==> config.mk <==
export PLATFORM = sky130hd
export DESIGN_NAME = ex_operand_unit_flat
export DESIGN_NICKNAME = d
export VERILOG_FILES = /design/src/rtl/ex_operand_if.sv /design/src/rtl/ex_operand_unit.sv /design/src/flat_wrapper.sv
export SDC_FILE = /design/constraint.sdc
export NUM_CORES = 1
export LEC_CHECK = 0
export ABC_AREA = 1
export CORE_AREA = 8 8 183 185
export CTS_CLUSTER_DIAMETER = 40
export DETAILED_ROUTE_END_ITERATION = 16
export DIE_AREA = 0 0 191 193
export GPL_TIMING_DRIVEN = 1
export HOLD_SLACK_MARGIN = 0.05
export PLACE_DENSITY = 0.84
export SKIP_LAST_GASP = 1
export SLEW_MARGIN = 15
export SYNTH_ARGS = -nofsm -noshare
export SYNTH_HDL_FRONTEND = slang
export SYNTH_SLANG_ARGS = --single-unit
export TNS_END_PERCENT = 10
==> constraint.sdc <==
create_clock -name clk -period 6.66 [get_ports clk]
set_input_delay 1.332 -clock clk [delete_from_list [all_inputs] [get_ports clk]]
set_output_delay 1.332 -clock clk [all_outputs]
set_load 0.01 [all_outputs]
==> src/rtl/ex_operand_if.sv <==
// ID-to-EX operand handshake bundle: slot input side and resolved-operand output side.
interface ex_operand_if #(
    parameter int unsigned XLEN      = 64,
    parameter int unsigned FWD_DEPTH = 2
);
    logic                 in_valid_i;
    logic                 in_ready_o;
    logic                 in_rs1_en_i;
    logic                 in_rs2_en_i;
    logic [4:0]           in_rs1_index_i;
    logic [4:0]           in_rs2_index_i;
    logic [XLEN-1:0]      in_rs1_data_i;
    logic [XLEN-1:0]      in_rs2_data_i;
    logic                 out_valid_o;
    logic                 out_ready_i;
    logic [XLEN-1:0]      out_rs1_data_o;
    logic [XLEN-1:0]      out_rs2_data_o;
    logic [FWD_DEPTH:0]   out_rs1_src_o;
    logic [FWD_DEPTH:0]   out_rs2_src_o;

    modport slave (
        input  in_valid_i, in_rs1_en_i, in_rs2_en_i, in_rs1_index_i, in_rs2_index_i,
               in_rs1_data_i, in_rs2_data_i, out_ready_i,
        output in_ready_o, out_valid_o, out_rs1_data_o, out_rs2_data_o,
               out_rs1_src_o, out_rs2_src_o
    );

    modport master (
        output in_valid_i, in_rs1_en_i, in_rs2_en_i, in_rs1_index_i, in_rs2_index_i,
               in_rs1_data_i, in_rs2_data_i, out_ready_i,
        input  in_ready_o, out_valid_o, out_rs1_data_o, out_rs2_data_o,
               out_rs1_src_o, out_rs2_src_o
    );
endinterface

==> src/rtl/ex_operand_unit.sv <==
// Single-slot EX operand stage: resolves rs1/rs2 against the forwarding bus and waits out load-use hazards.
// Optional hazard-stall counter enabled by defining EX_OPND_STALL_CNT_EN.
module ex_operand_unit #(
    parameter int unsigned XLEN      = 64,
    parameter int unsigned FWD_DEPTH = 2,
    parameter int unsigned CNT_W     = 8
) (
    input  logic                        clk,
    input  logic                        rst_n,
    input  logic                        flush_i,
    input  logic [FWD_DEPTH-1:0]        fwd_rd_en_i,
    input  logic [FWD_DEPTH-1:0]        fwd_pending_i,
    input  logic [5*FWD_DEPTH-1:0]      fwd_rd_index_i,
    input  logic [XLEN*FWD_DEPTH-1:0]   fwd_rd_data_i,
    output logic [CNT_W-1:0]            stall_cnt_o,
    ex_operand_if.slave                 bus
);
    localparam int unsigned SRC_W = FWD_DEPTH + 1;

    typedef enum logic [1:0] {S_EMPTY, S_WAIT, S_READY} state_e;

    state_e                      state_q, state_d;
    logic [1:0]                  en_q, en_d;
    logic [1:0][4:0]             idx_q, idx_d;
    logic [1:0][XLEN-1:0]        rf_q, rf_d;
    logic [1:0][XLEN-1:0]        data_q, data_d;
    logic [1:0][SRC_W-1:0]       src_q, src_d;
    logic [1:0]                  done_q, done_d;

    logic [1:0]                  sel_en;
    logic [1:0][4:0]             sel_idx;
    logic [1:0][XLEN-1:0]        sel_rf;
    logic [1:0][XLEN-1:0]        res_data;
    logic [1:0][SRC_W-1:0]       res_src;
    logic [1:0]                  res_ok;
    logic                        in_ready_c;
    logic                        accept_c;

    // In WAIT resolve from the captured slot, otherwise from the incoming instruction.
    always_comb begin
        sel_en  = (state_q == S_WAIT) ? en_q  : {bus.in_rs2_en_i, bus.in_rs1_en_i};
        sel_idx = (state_q == S_WAIT) ? idx_q : {bus.in_rs2_index_i, bus.in_rs1_index_i};
        sel_rf  = (state_q == S_WAIT) ? rf_q  : {bus.in_rs2_data_i, bus.in_rs1_data_i};
        res_data = sel_rf;
        res_src  = '0;
        res_ok   = 2'b11;
        for (int o = 0; o < 2; o++) begin
            res_src[o] = SRC_W'(1);
            if (!sel_en[o] || sel_idx[o] == 5'd0) begin
                res_data[o] = '0;
            end else begin
                // Scan oldest to youngest so the youngest matching source wins.
                for (int k = int'(FWD_DEPTH) - 1; k >= 0; k--) begin
                    if (fwd_rd_en_i[k] && fwd_rd_index_i[5*k +: 5] == sel_idx[o]) begin
                        res_data[o] = fwd_rd_data_i[XLEN*k +: XLEN];
                        res_src[o]  = SRC_W'(1) << (k + 1);
                        res_ok[o]   = !fwd_pending_i[k];
                    end
                end
            end
        end
    end

    assign in_ready_c = rst_n && !flush_i &&
                        (state_q == S_EMPTY || (state_q == S_READY && bus.out_ready_i));
    assign accept_c   = bus.in_valid_i && in_ready_c;

    // Slot next-state: load on accept, latch late operands in WAIT, drain on transfer.
    always_comb begin
        state_d = state_q;
        en_d    = en_q;
        idx_d   = idx_q;
        rf_d    = rf_q;
        data_d  = data_q;
        src_d   = src_q;
        done_d  = done_q;
        if (accept_c) begin
            en_d    = sel_en;
            idx_d   = sel_idx;
            rf_d    = sel_rf;
            data_d  = res_data;
            src_d   = res_src;
            done_d  = res_ok;
            state_d = (&res_ok) ? S_READY : S_WAIT;
        end else begin
            case (state_q)
                S_READY: if (bus.out_ready_i) state_d = S_EMPTY;
                S_WAIT: begin
                    for (int o = 0; o < 2; o++) begin
                        if (!done_q[o] && res_ok[o]) begin
                            data_d[o] = res_data[o];
                            src_d[o]  = res_src[o];
                            done_d[o] = 1'b1;
                        end
                    end
                    if (&done_d) state_d = S_READY;
                end
                default: ;
            endcase
        end
        if (flush_i) state_d = S_EMPTY;
    end

    always_ff @(posedge clk or negedge rst_n) begin
        if (!rst_n) begin
            state_q <= S_EMPTY;
            en_q    <= '0;
            idx_q   <= '0;
            rf_q    <= '0;
            data_q  <= '0;
            src_q   <= '0;
            done_q  <= '0;
        end else begin
            state_q <= state_d;
            en_q    <= en_d;
            idx_q   <= idx_d;
            rf_q    <= rf_d;
            data_q  <= data_d;
            src_q   <= src_d;
            done_q  <= done_d;
        end
    end

`ifdef EX_OPND_STALL_CNT_EN
    logic [CNT_W-1:0] stall_q, stall_d;

    // Saturating count of cycles spent waiting on a hazard.
    always_comb begin
        stall_d = stall_q;
        if (state_q == S_WAIT && !flush_i && stall_q != {CNT_W{1'b1}}) begin
            stall_d = stall_q + CNT_W'(1);
        end
    end

    always_ff @(posedge clk or negedge rst_n) begin
        if (!rst_n) stall_q <= '0;
        else        stall_q <= stall_d;
    end

    assign stall_cnt_o = stall_q;
`else
    assign stall_cnt_o = '0;
`endif

    assign bus.in_ready_o     = in_ready_c;
    assign bus.out_valid_o    = (state_q == S_READY);
    assign bus.out_rs1_data_o = data_q[0];
    assign bus.out_rs2_data_o = data_q[1];
    assign bus.out_rs1_src_o  = src_q[0];
    assign bus.out_rs2_src_o  = src_q[1];
endmodule
==> src/flat_wrapper.sv <==
// flat-port wrapper written by rule: the top's interface ports become plain ports
module ex_operand_unit_flat 
#(
    parameter int unsigned XLEN      = 64,
    parameter int unsigned FWD_DEPTH = 2,
    parameter int unsigned CNT_W     = 8
)
  (clk, rst_n, flush_i, fwd_rd_en_i, fwd_pending_i, fwd_rd_index_i, fwd_rd_data_i, stall_cnt_o, bus_in_valid_i, bus_in_rs1_en_i, bus_in_rs2_en_i, bus_in_rs1_index_i, bus_in_rs2_index_i, bus_in_rs1_data_i, bus_in_rs2_data_i, bus_out_ready_i, bus_in_ready_o, bus_out_valid_o, bus_out_rs1_data_o, bus_out_rs2_data_o, bus_out_rs1_src_o, bus_out_rs2_src_o);
  ex_operand_if #(.XLEN(XLEN), .FWD_DEPTH(FWD_DEPTH)) bus_i ();
  input  logic clk;
  input  logic rst_n;
  input  logic flush_i;
  input  logic [FWD_DEPTH-1:0] fwd_rd_en_i;
  input  logic [FWD_DEPTH-1:0] fwd_pending_i;
  input  logic [5*FWD_DEPTH-1:0] fwd_rd_index_i;
  input  logic [XLEN*FWD_DEPTH-1:0] fwd_rd_data_i;
  output logic [CNT_W-1:0] stall_cnt_o;
  input wire logic [$bits(bus_i.in_valid_i)-1:0] bus_in_valid_i;
  input wire logic [$bits(bus_i.in_rs1_en_i)-1:0] bus_in_rs1_en_i;
  input wire logic [$bits(bus_i.in_rs2_en_i)-1:0] bus_in_rs2_en_i;
  input wire logic [$bits(bus_i.in_rs1_index_i)-1:0] bus_in_rs1_index_i;
  input wire logic [$bits(bus_i.in_rs2_index_i)-1:0] bus_in_rs2_index_i;
  input wire logic [$bits(bus_i.in_rs1_data_i)-1:0] bus_in_rs1_data_i;
  input wire logic [$bits(bus_i.in_rs2_data_i)-1:0] bus_in_rs2_data_i;
  input wire logic [$bits(bus_i.out_ready_i)-1:0] bus_out_ready_i;
  output wire logic [$bits(bus_i.in_ready_o)-1:0] bus_in_ready_o;
  output wire logic [$bits(bus_i.out_valid_o)-1:0] bus_out_valid_o;
  output wire logic [$bits(bus_i.out_rs1_data_o)-1:0] bus_out_rs1_data_o;
  output wire logic [$bits(bus_i.out_rs2_data_o)-1:0] bus_out_rs2_data_o;
  output wire logic [$bits(bus_i.out_rs1_src_o)-1:0] bus_out_rs1_src_o;
  output wire logic [$bits(bus_i.out_rs2_src_o)-1:0] bus_out_rs2_src_o;
  assign bus_i.in_valid_i = bus_in_valid_i;
  assign bus_i.in_rs1_en_i = bus_in_rs1_en_i;
  assign bus_i.in_rs2_en_i = bus_in_rs2_en_i;
  assign bus_i.in_rs1_index_i = bus_in_rs1_index_i;
  assign bus_i.in_rs2_index_i = bus_in_rs2_index_i;
  assign bus_i.in_rs1_data_i = bus_in_rs1_data_i;
  assign bus_i.in_rs2_data_i = bus_in_rs2_data_i;
  assign bus_i.out_ready_i = bus_out_ready_i;
  assign bus_in_ready_o = bus_i.in_ready_o;
  assign bus_out_valid_o = bus_i.out_valid_o;
  assign bus_out_rs1_data_o = bus_i.out_rs1_data_o;
  assign bus_out_rs2_data_o = bus_i.out_rs2_data_o;
  assign bus_out_rs1_src_o = bus_i.out_rs1_src_o;
  assign bus_out_rs2_src_o = bus_i.out_rs2_src_o;
  ex_operand_unit #(.XLEN(XLEN), .FWD_DEPTH(FWD_DEPTH), .CNT_W(CNT_W)) u_core (.clk(clk), .rst_n(rst_n), .flush_i(flush_i), .fwd_rd_en_i(fwd_rd_en_i), .fwd_pending_i(fwd_pending_i), .fwd_rd_index_i(fwd_rd_index_i), .fwd_rd_data_i(fwd_rd_data_i), .stall_cnt_o(stall_cnt_o), .bus(bus_i));
endmodule
==> results of run 1 <==
-- report_power, final --
| group | total [mW] | leakage [nW] | switching (mW) | internal [mW] |
|---|---|---|---|---|
| logic | 1.23 | 5.99 | 0.669 | 0.564 |
| registers | 2.15 | 3.54 | 0.162 | 1.99 |
| clock network | 2.29 | 0.693 | 0.833 | 1.46 |
-- routing by layer --
| layer | share of wire | GRT usage |
|---|---|---|
| met4 | 0.051 | 0.178 |
| met1 | 0.40 | 0.483 |
| met3 | 0.13 | 0.0912 |
| met5 | 0.00039 | 0 |
| met2 | 0.43 | 0.507 |
-- final timing paths --
path / from / end
min in group asynchronous: rst_n / u_core.rf_q[60]
worst max register to register: u_core.state_q[0] / u_core.bus.out_rs2_src_o[2]
worst max-delay path: u_core.state_q[0] / u_core.bus.out_rs2_src_o[2]
worst min-delay path: u_core.bus.out_rs1_data_o[18] / u_core.bus.out_rs1_data_o[18]
worst min register to register: u_core.bus.out_rs1_data_o[18] / u_core.bus.out_rs1_data_o[18]
max in group asynchronous: rst_n / u_core.rf_q[95]
-- area by class of cell --
type / instances / area, um^2
inverter: 164 / 621
clock inverter: 20 / 295
fill: 2609 / 10000
sequential: 278 / 6960
clock buffer: 54 / 1150
multi-input combinational: 1525 / 6850
tap: 402 / 503
timing repair buffer: 439 / 4370
antenna: 17 / 42.5
-- state kept, by name, indices dropped and copies added, names as in the netlist --
| name | flops |
|---|---|
| u_core.bus.out_rs2_src_o | 3 |
| u_core.idx_q | 10 |
| u_core.done_q | 2 |
| u_core.bus.out_rs1_data_o | 64 |
| u_core.rf_q | 128 |
| u_core.bus.out_rs1_src_o | 3 |
| u_core.state_q | 2 |
| u_core.en_q | 2 |
| u_core.bus.out_rs2_data_o | 64 |
-- tightest hold or removal path: stages (launching register included) --
cell and delay, ns:
dfrtp_1 0.34, nand2_1 0.06, nand2_1 0.05
-- synthesized netlist by cell type, types with 5 or more instances --
library cell  count  area, um^2
buf_4            20         150
buf_1            13        48.8
nor2_1           28         105
buf_2            48         240
dfrtp_1         278        6960
a22oi_1          53         398
or2_2             6        37.5
inv_2             9        33.8
o21ai_0         265        1330
nand4_1           6        37.5
o211ai_1         15         113
inv_1           155         582
nand3_1         135         676
mux2i_1          18         180
o21ai_1          25         125
nand2_2           5        31.3
nand2_1         931        3490
clkbuf_1         53         199
-- logic make-up after synthesis --
| group | synth area share |
|---|---|
| mux | 0.0120 |
| simple gates | 0.300 |
| buf+inv | 0.0843 |
| other cells | 0.000250 |
| flops | 0.464 |
| compound gates | 0.140 |
==> metrics.md, run 1 <==
| Metric | Value |
|---|---|
| Most frequent cells in the layout | nand2_1, clkdlybuf4s50_1, dfrtp_1, o21ai_0, inv_1 |
| H-tree Lvls | 2 |
| Overflow after GRT | 0 |
| Max Clk Rate | 0.223 GHz |
| Synthesis-to-layout area growth | 38.5% |
| Area post-placement | 19300 um^2 |
| CP bufs+invs | 3 |
| Mapped cell area | 15000 um^2 |
| Outcome | finished clean |
| CTS tree | yes |
| Clk root buf | clkbuf_16 |
| Least-Margin Pin Slew | 1.09 ns |
| Largest net degree at the start of global routing | 179 |
| Die ar. | 36900 um^2 |
| Ys flop type | dfrtp_1 |
| Worst-Skew Late Latency | 0.54 ns |
| Drt pass-1 iters | 8 |
| Most common cell after layout, fill and taps aside | nand2_1 |
| Unique masters post-synth | 37 |
| Largest stage delay on the critical path | 0.71 ns |
| Worst hold margin | 0.480 ns |
| Pleak | 10.2 nW |
| Clk slew on worst S/H paths | 0.05 ns |
| CP most frequent cell | nand2_1 |
| Startpoint types | flip-flop |
| Sink Count | 278 |
| EDFF count, synth | 0 |
| Final net count | 2736 |
| Total Routed Length | 67400 um |
| Setup ws final | 2.17 ns |
| Final min period | 4.49 ns |
| Slowest CP cell | dfrtp_1 |
| Gpl congestion | 0.970 |
| Cell-by-cell listing of the critical path | nand2_4 -> nand2_1 -> nand2_1 -> and2_1 -> nand2_1 -> o21bai_2 -> inv_2 -> nand3_2 -> nand3_1 -> nand2_2 -> inv_2 -> buf_4 -> nand2_1 -> o21ai_1 |
| WS Path Type | flip-flop to flip-flop |
| Vias in the first global route | 15.5k |
| Pwr per Cell Area | 273 nW/um^2 |
| Setup Skew | 0.0229 ns |
| Synth warn | 0 |
| IO Port Bufs | 422 |
| Post-CTS setup buffers | 0 |
| Max-slew violations | 0 |
| Vias | 16.6k |
| Worst R2R Setup Slack | 2.17 ns |
| TNS Setup | 0 ns |
| Period utilization | 0.674 |
| Async SR Flop Fraction | 1.00 |
| Gate Count Post-Synth | 2095 |
| Seq/Total Area, Yosys | 0.464 |
| Cells after DPL | 2808 |
| Vias per inst | 5.72 |
| Maximum vdd drop | 0.193 mV |
| Die W | 191 um |
| Post-CTS Resized | 0 |
| Overall Power | 5.67 mW |
| Final hold vios | 0 |
| # IOs | 431 |
| Post-place setup slack | 1.90 ns |
| Worst Path Required | 7.12 ns |
| Crit. End Element | flip-flop |
| CTS buffer count | 41 |
| Final Instance Area | 20800 um^2 |
| Final setup violation count | 0 |
| Final Util | 0.674 |
| DRC viols | 0 |
| Worst-case reg-to-reg path depth | 14 |
| MaxCap Viol Count | 0 |
| Unrepaired setup endpoints after global routing | false |
| Relative slew margins | 0.275 |
| ANT nets after route | 0 |
| Antenna violations before repair | 17 |
| Worst hold path class | flip-flop to flip-flop |
| Num rows | 65 |
| Hold Path Cell Cnt | 2 |
| Delay-heaviest family, CP | simple AND/OR/NAND/NOR gates |
| Initial Util | 0.487 |
| Wire length of the first global-routing pass | 97000 um |
| Layout cells sized above 1 | 0.0488 |
| Placeable Area | 30800 um^2 |
| Critical path depth | 14 |
| GRT Overall Usage | 0.351 |
| Average wire per standard cell | 23.3 um |
| Syn_area_per_cell | 7.16 um^2 |
| Die Ht | 193 um |
| Crit path DAT | 4.94 ns |
| Register bit count reported by yosys | 278 |
| Bufs on Longest Clock Path | 3 |
| Iter 0 DRT Violations | 2553 |
| CTS Hold Bufs | 0 |
| Maximum fanout along the worst path | 63 |
| Final HPWL DP | 50700 um |
| Non-filler cells, final | 2899 |
Power figures use the tool's default switching activity.
==> inputs of run 2 (changes only) <==
--- a/config.mk
+++ b/config.mk
@@ -6,10 +6,10 @@
 export NUM_CORES = 1
 export LEC_CHECK = 0
 export ABC_AREA = 1
-export CORE_AREA = 8 8 183 185
+export CORE_AREA = 8 8 184 186
 export CTS_CLUSTER_DIAMETER = 40
 export DETAILED_ROUTE_END_ITERATION = 16
-export DIE_AREA = 0 0 191 193
+export DIE_AREA = 0 0 192 194
 export GPL_TIMING_DRIVEN = 1
 export HOLD_SLACK_MARGIN = 0.05
 export PLACE_DENSITY = 0.84
==> constraint.sdc (replaced) <==
create_clock -name clk -period 4.6 [get_ports clk]
set_input_delay 0.92 -clock clk [delete_from_list [all_inputs] [get_ports clk]]
set_output_delay 0.92 -clock clk [all_outputs]
set_load 0.01 [all_outputs]
==> run 2 against run 1 <==
Maximum frequency increased by 23%. The flow now finishes with violations (design-rule violations). Routed wire length increased by 2.4%. Setup slack got worse by 1.2 ns. Global-route usage increased by 0.72 points. Critical path type unchanged. Die area increased by 1.0%. Register-to-register slack got worse by 1.2 ns. Clock-buffer cell count decreased by 6. Clock power increased by 47%.
==> metrics.md, run 2 (synthesis results as in run 1) <==
| Metric | Value |
|---|---|
| Most common cell after layout, fill and taps aside | nand2_1 |
| Worst-Skew Late Latency | 0.54 ns (about the same) |
| Max Clk Rate | 0.274 GHz (+23%) |
| Wire length of the first global-routing pass | 101000 um (+4.2%) |
| MaxCap Viol Count | 0 (unchanged) |
| Final hold vios | 0 (unchanged) |
| Worst setup startpoint | u_core.state_q[1] |
| Gpl congestion | 1.05 (+7.9%) |
| Worst Path Required | 5.07 ns (-2.05 ns) |
| Total Routed Length | 69000 um (+2.4%) |
| Setup Skew | 0.0291 ns (+0.00617 ns) |
| Post-CTS setup buffers | 0 (unchanged) |
| Worst hold endpoint | u_core.bus.out_rs1_data_o[62] |
| Die W | 192 um (+0.52%) |
| CTS Hold Bufs | 0 (unchanged) |
| Placeable Area | 31100 um^2 (+0.79%) |
| Final Instance Area | 21000 um^2 (+0.89%) |
| Least-Margin Pin Slew | 1.08 ns (-0.00871 ns) |
| DRC viols | 2 (+2) |
| Final setup violation count | 0 (unchanged) |
| Most frequent cells in the layout | nand2_1, clkdlybuf4s50_1, dfrtp_1, o21ai_0, inv_1 |
| Unrepaired setup endpoints after global routing | false |
| Final min period | 3.65 ns (-0.839 ns) |
| Clk root buf | clkbuf_16 |
| Relative slew margins | 0.273 (-0.00179) |
| Crit. End Element | flip-flop |
| Die Ht | 194 um (+0.52%) |
| Period utilization | 0.793 (+0.119) |
| Vias | 16.7k (+0.40%) |
| Pleak | 10.3 nW (+1.0%) |
| # IOs | 431 (unchanged) |
| Number of flip-flops in the largest register | 128 (unchanged) |
| Overall Power | 8.28 mW (+46%) |
| Startpoint types | flip-flop |
| ANT nets after route | 0 (unchanged) |
| WS Path Type | flip-flop to flip-flop |
| Crit path DAT | 4.12 ns (-0.82 ns) |
| Post-place setup slack | 0.756 ns (-1.14 ns) |
| Iter 0 DRT Violations | 2476 (-3.0%) |
| Failing checks | design-rule violations |
| Outcome | complete, but fails checks |
| Worst hold path class | flip-flop to flip-flop |
| Critical R2R Capture | u_core.bus.out_rs1_data_o[18] |
| Area post-placement | 19500 um^2 (+0.80%) |
| Initial Util | 0.483 (-0.00382) |
| CTS tree | yes |
| Vias per inst | 5.72 (about the same) |
| Average wire per standard cell | 23.7 um (+1.9%) |
| Pwr per Cell Area | 395 nW/um^2 (+45%) |
| Final net count | 2754 (+0.66%) |
| Maximum fanout along the worst path | 37 (-41%) |
| Final HPWL DP | 51600 um (+1.9%) |
| Drt pass-1 iters | 14 (+6) |
| Num rows | 65 (unchanged) |
| IO Port Bufs | 422 (unchanged) |
| Largest net degree at the start of global routing | 178 (-0.56%) |
| Synthesis-to-layout area growth | 39.8% |
| Hold Startpoint | u_core.bus.out_rs1_data_o[62] |
| Overflow after GRT | 0 (unchanged) |
| Worst R2R Setup Slack | 0.95 ns (-1.22 ns) |
| Worst-case reg-to-reg path depth | 14 (unchanged) |
| Clk slew on worst S/H paths | 0.05 ns (about the same) |
| Vias in the first global route | 16.1k (+3.6%) |
| Layout cells sized above 1 | 0.0577 (+0.00888) |
| Maximum vdd drop | 0.238 mV (+23%) |
| TNS Setup | 0 ns (unchanged) |
| Sink Count | 278 (unchanged) |
| Bufs on Longest Clock Path | 3 (unchanged) |
| H-tree Lvls | 2 (unchanged) |
| Reg2Reg Launch Point | u_core.state_q[1] |
| Max-slew violations | 0 (unchanged) |
| Setup ws final | 0.953 ns (-1.22 ns) |
| Hold Path Cell Cnt | 2 (unchanged) |
| Antenna violations before repair | 13 (-4) |
| Post-CTS Resized | 0 (unchanged) |
| GRT Overall Usage | 0.359 (+0.00725) |
| CTS buffer count | 42 (+2.4%) |
| Die ar. | 37200 um^2 (+1.0%) |
| Biggest register | u_core.rf_q |
[run 2: changes by cell type in the layout (fill, tap and decap cells not counted), moves of 2 or more]
cell / before / now
diode_2: 17 / 13
inv_6: 6 / 8
clkbuf_1: 8 / 2
buf_12: 1 / 4
buf_4: 16 / 30
clkinvlp_4: 4 / 7
[run 2: cell type report]
| cell class | instances | area, um^2 |
|---|---|---|
| clock buffers | 48 | 1120 |
| repair buffers | 456 | 4530 |
| clock inverters | 26 | 338 |
| well taps | 402 | 503 |
| fillers | 2597 | 10100 |
| flip-flops and latches | 278 | 6960 |
| inverters | 164 | 621 |
| multi-input cells | 1525 | 6860 |
| diodes | 13 | 32.5 |
[run 2: worst max-delay path, cell delays in order (launching register included)]
cell,delay [ns]
dfrtp_1,0.41
inv_2,0.26
nand2_4,0.33
nand2_1,0.20
nand2_1,0.11
nand2_1,0.07
nand2_1,0.05
nor2_1,0.24
nand3_2,0.44
nor2_8,0.72
buf_4,0.29
a22oi_1,0.17
nand2_1,0.13
nand2_1,0.06
nand2_1,0.06
[run 2: worst max-delay path by stage]
stage | endpoint | slack (ns) | cells after the start
floorplan | u_core.bus.out_rs2_data_o[20] | 2.23 | 15
global route | u_core.bus.out_rs1_data_o[26] | 0.77 | 15
global placement | u_core.bus.out_rs1_data_o[29] | 0.75 | 14
detailed placement | u_core.bus.out_rs1_data_o[5] | 0.76 | 14
CTS | u_core.bus.out_rs1_data_o[24] | 1.08 | 14
finish | u_core.bus.out_rs1_data_o[18] | 0.95 | 14
[run 2: per-layer routing]
metal | up-vias | track usage | wire (um)
li1 | 7435 | - | -
met1 | 7873 | 0.489 | 27100
met2 | 1163 | 0.513 | 29400
met3 | 186 | 0.108 | 8950
met4 | 2 | 0.170 | 3450
met5 | - | 0 | 12
[run 2: stage by stage]
step	instances	hold WS, ns	util
floorplan	2102	0.448	-
global placement	2824	0.456	0.626
detailed placement	2824	0.464	0.626
CTS	2898	0.477	0.673
global route	2911	0.492	0.675
finish	2912	0.479	0.675
[run 2: report_power, final]
group | internal [mW] | switching, mW | leakage [nW] | total (mW)
clock network | 2.11 | 1.25 | 0.697 | 3.36
registers | 2.88 | 0.245 | 3.54 | 3.12
logic | 0.824 | 0.976 | 6.09 | 1.80
total | 5.81 | 2.47 | 10.3 | 8.28
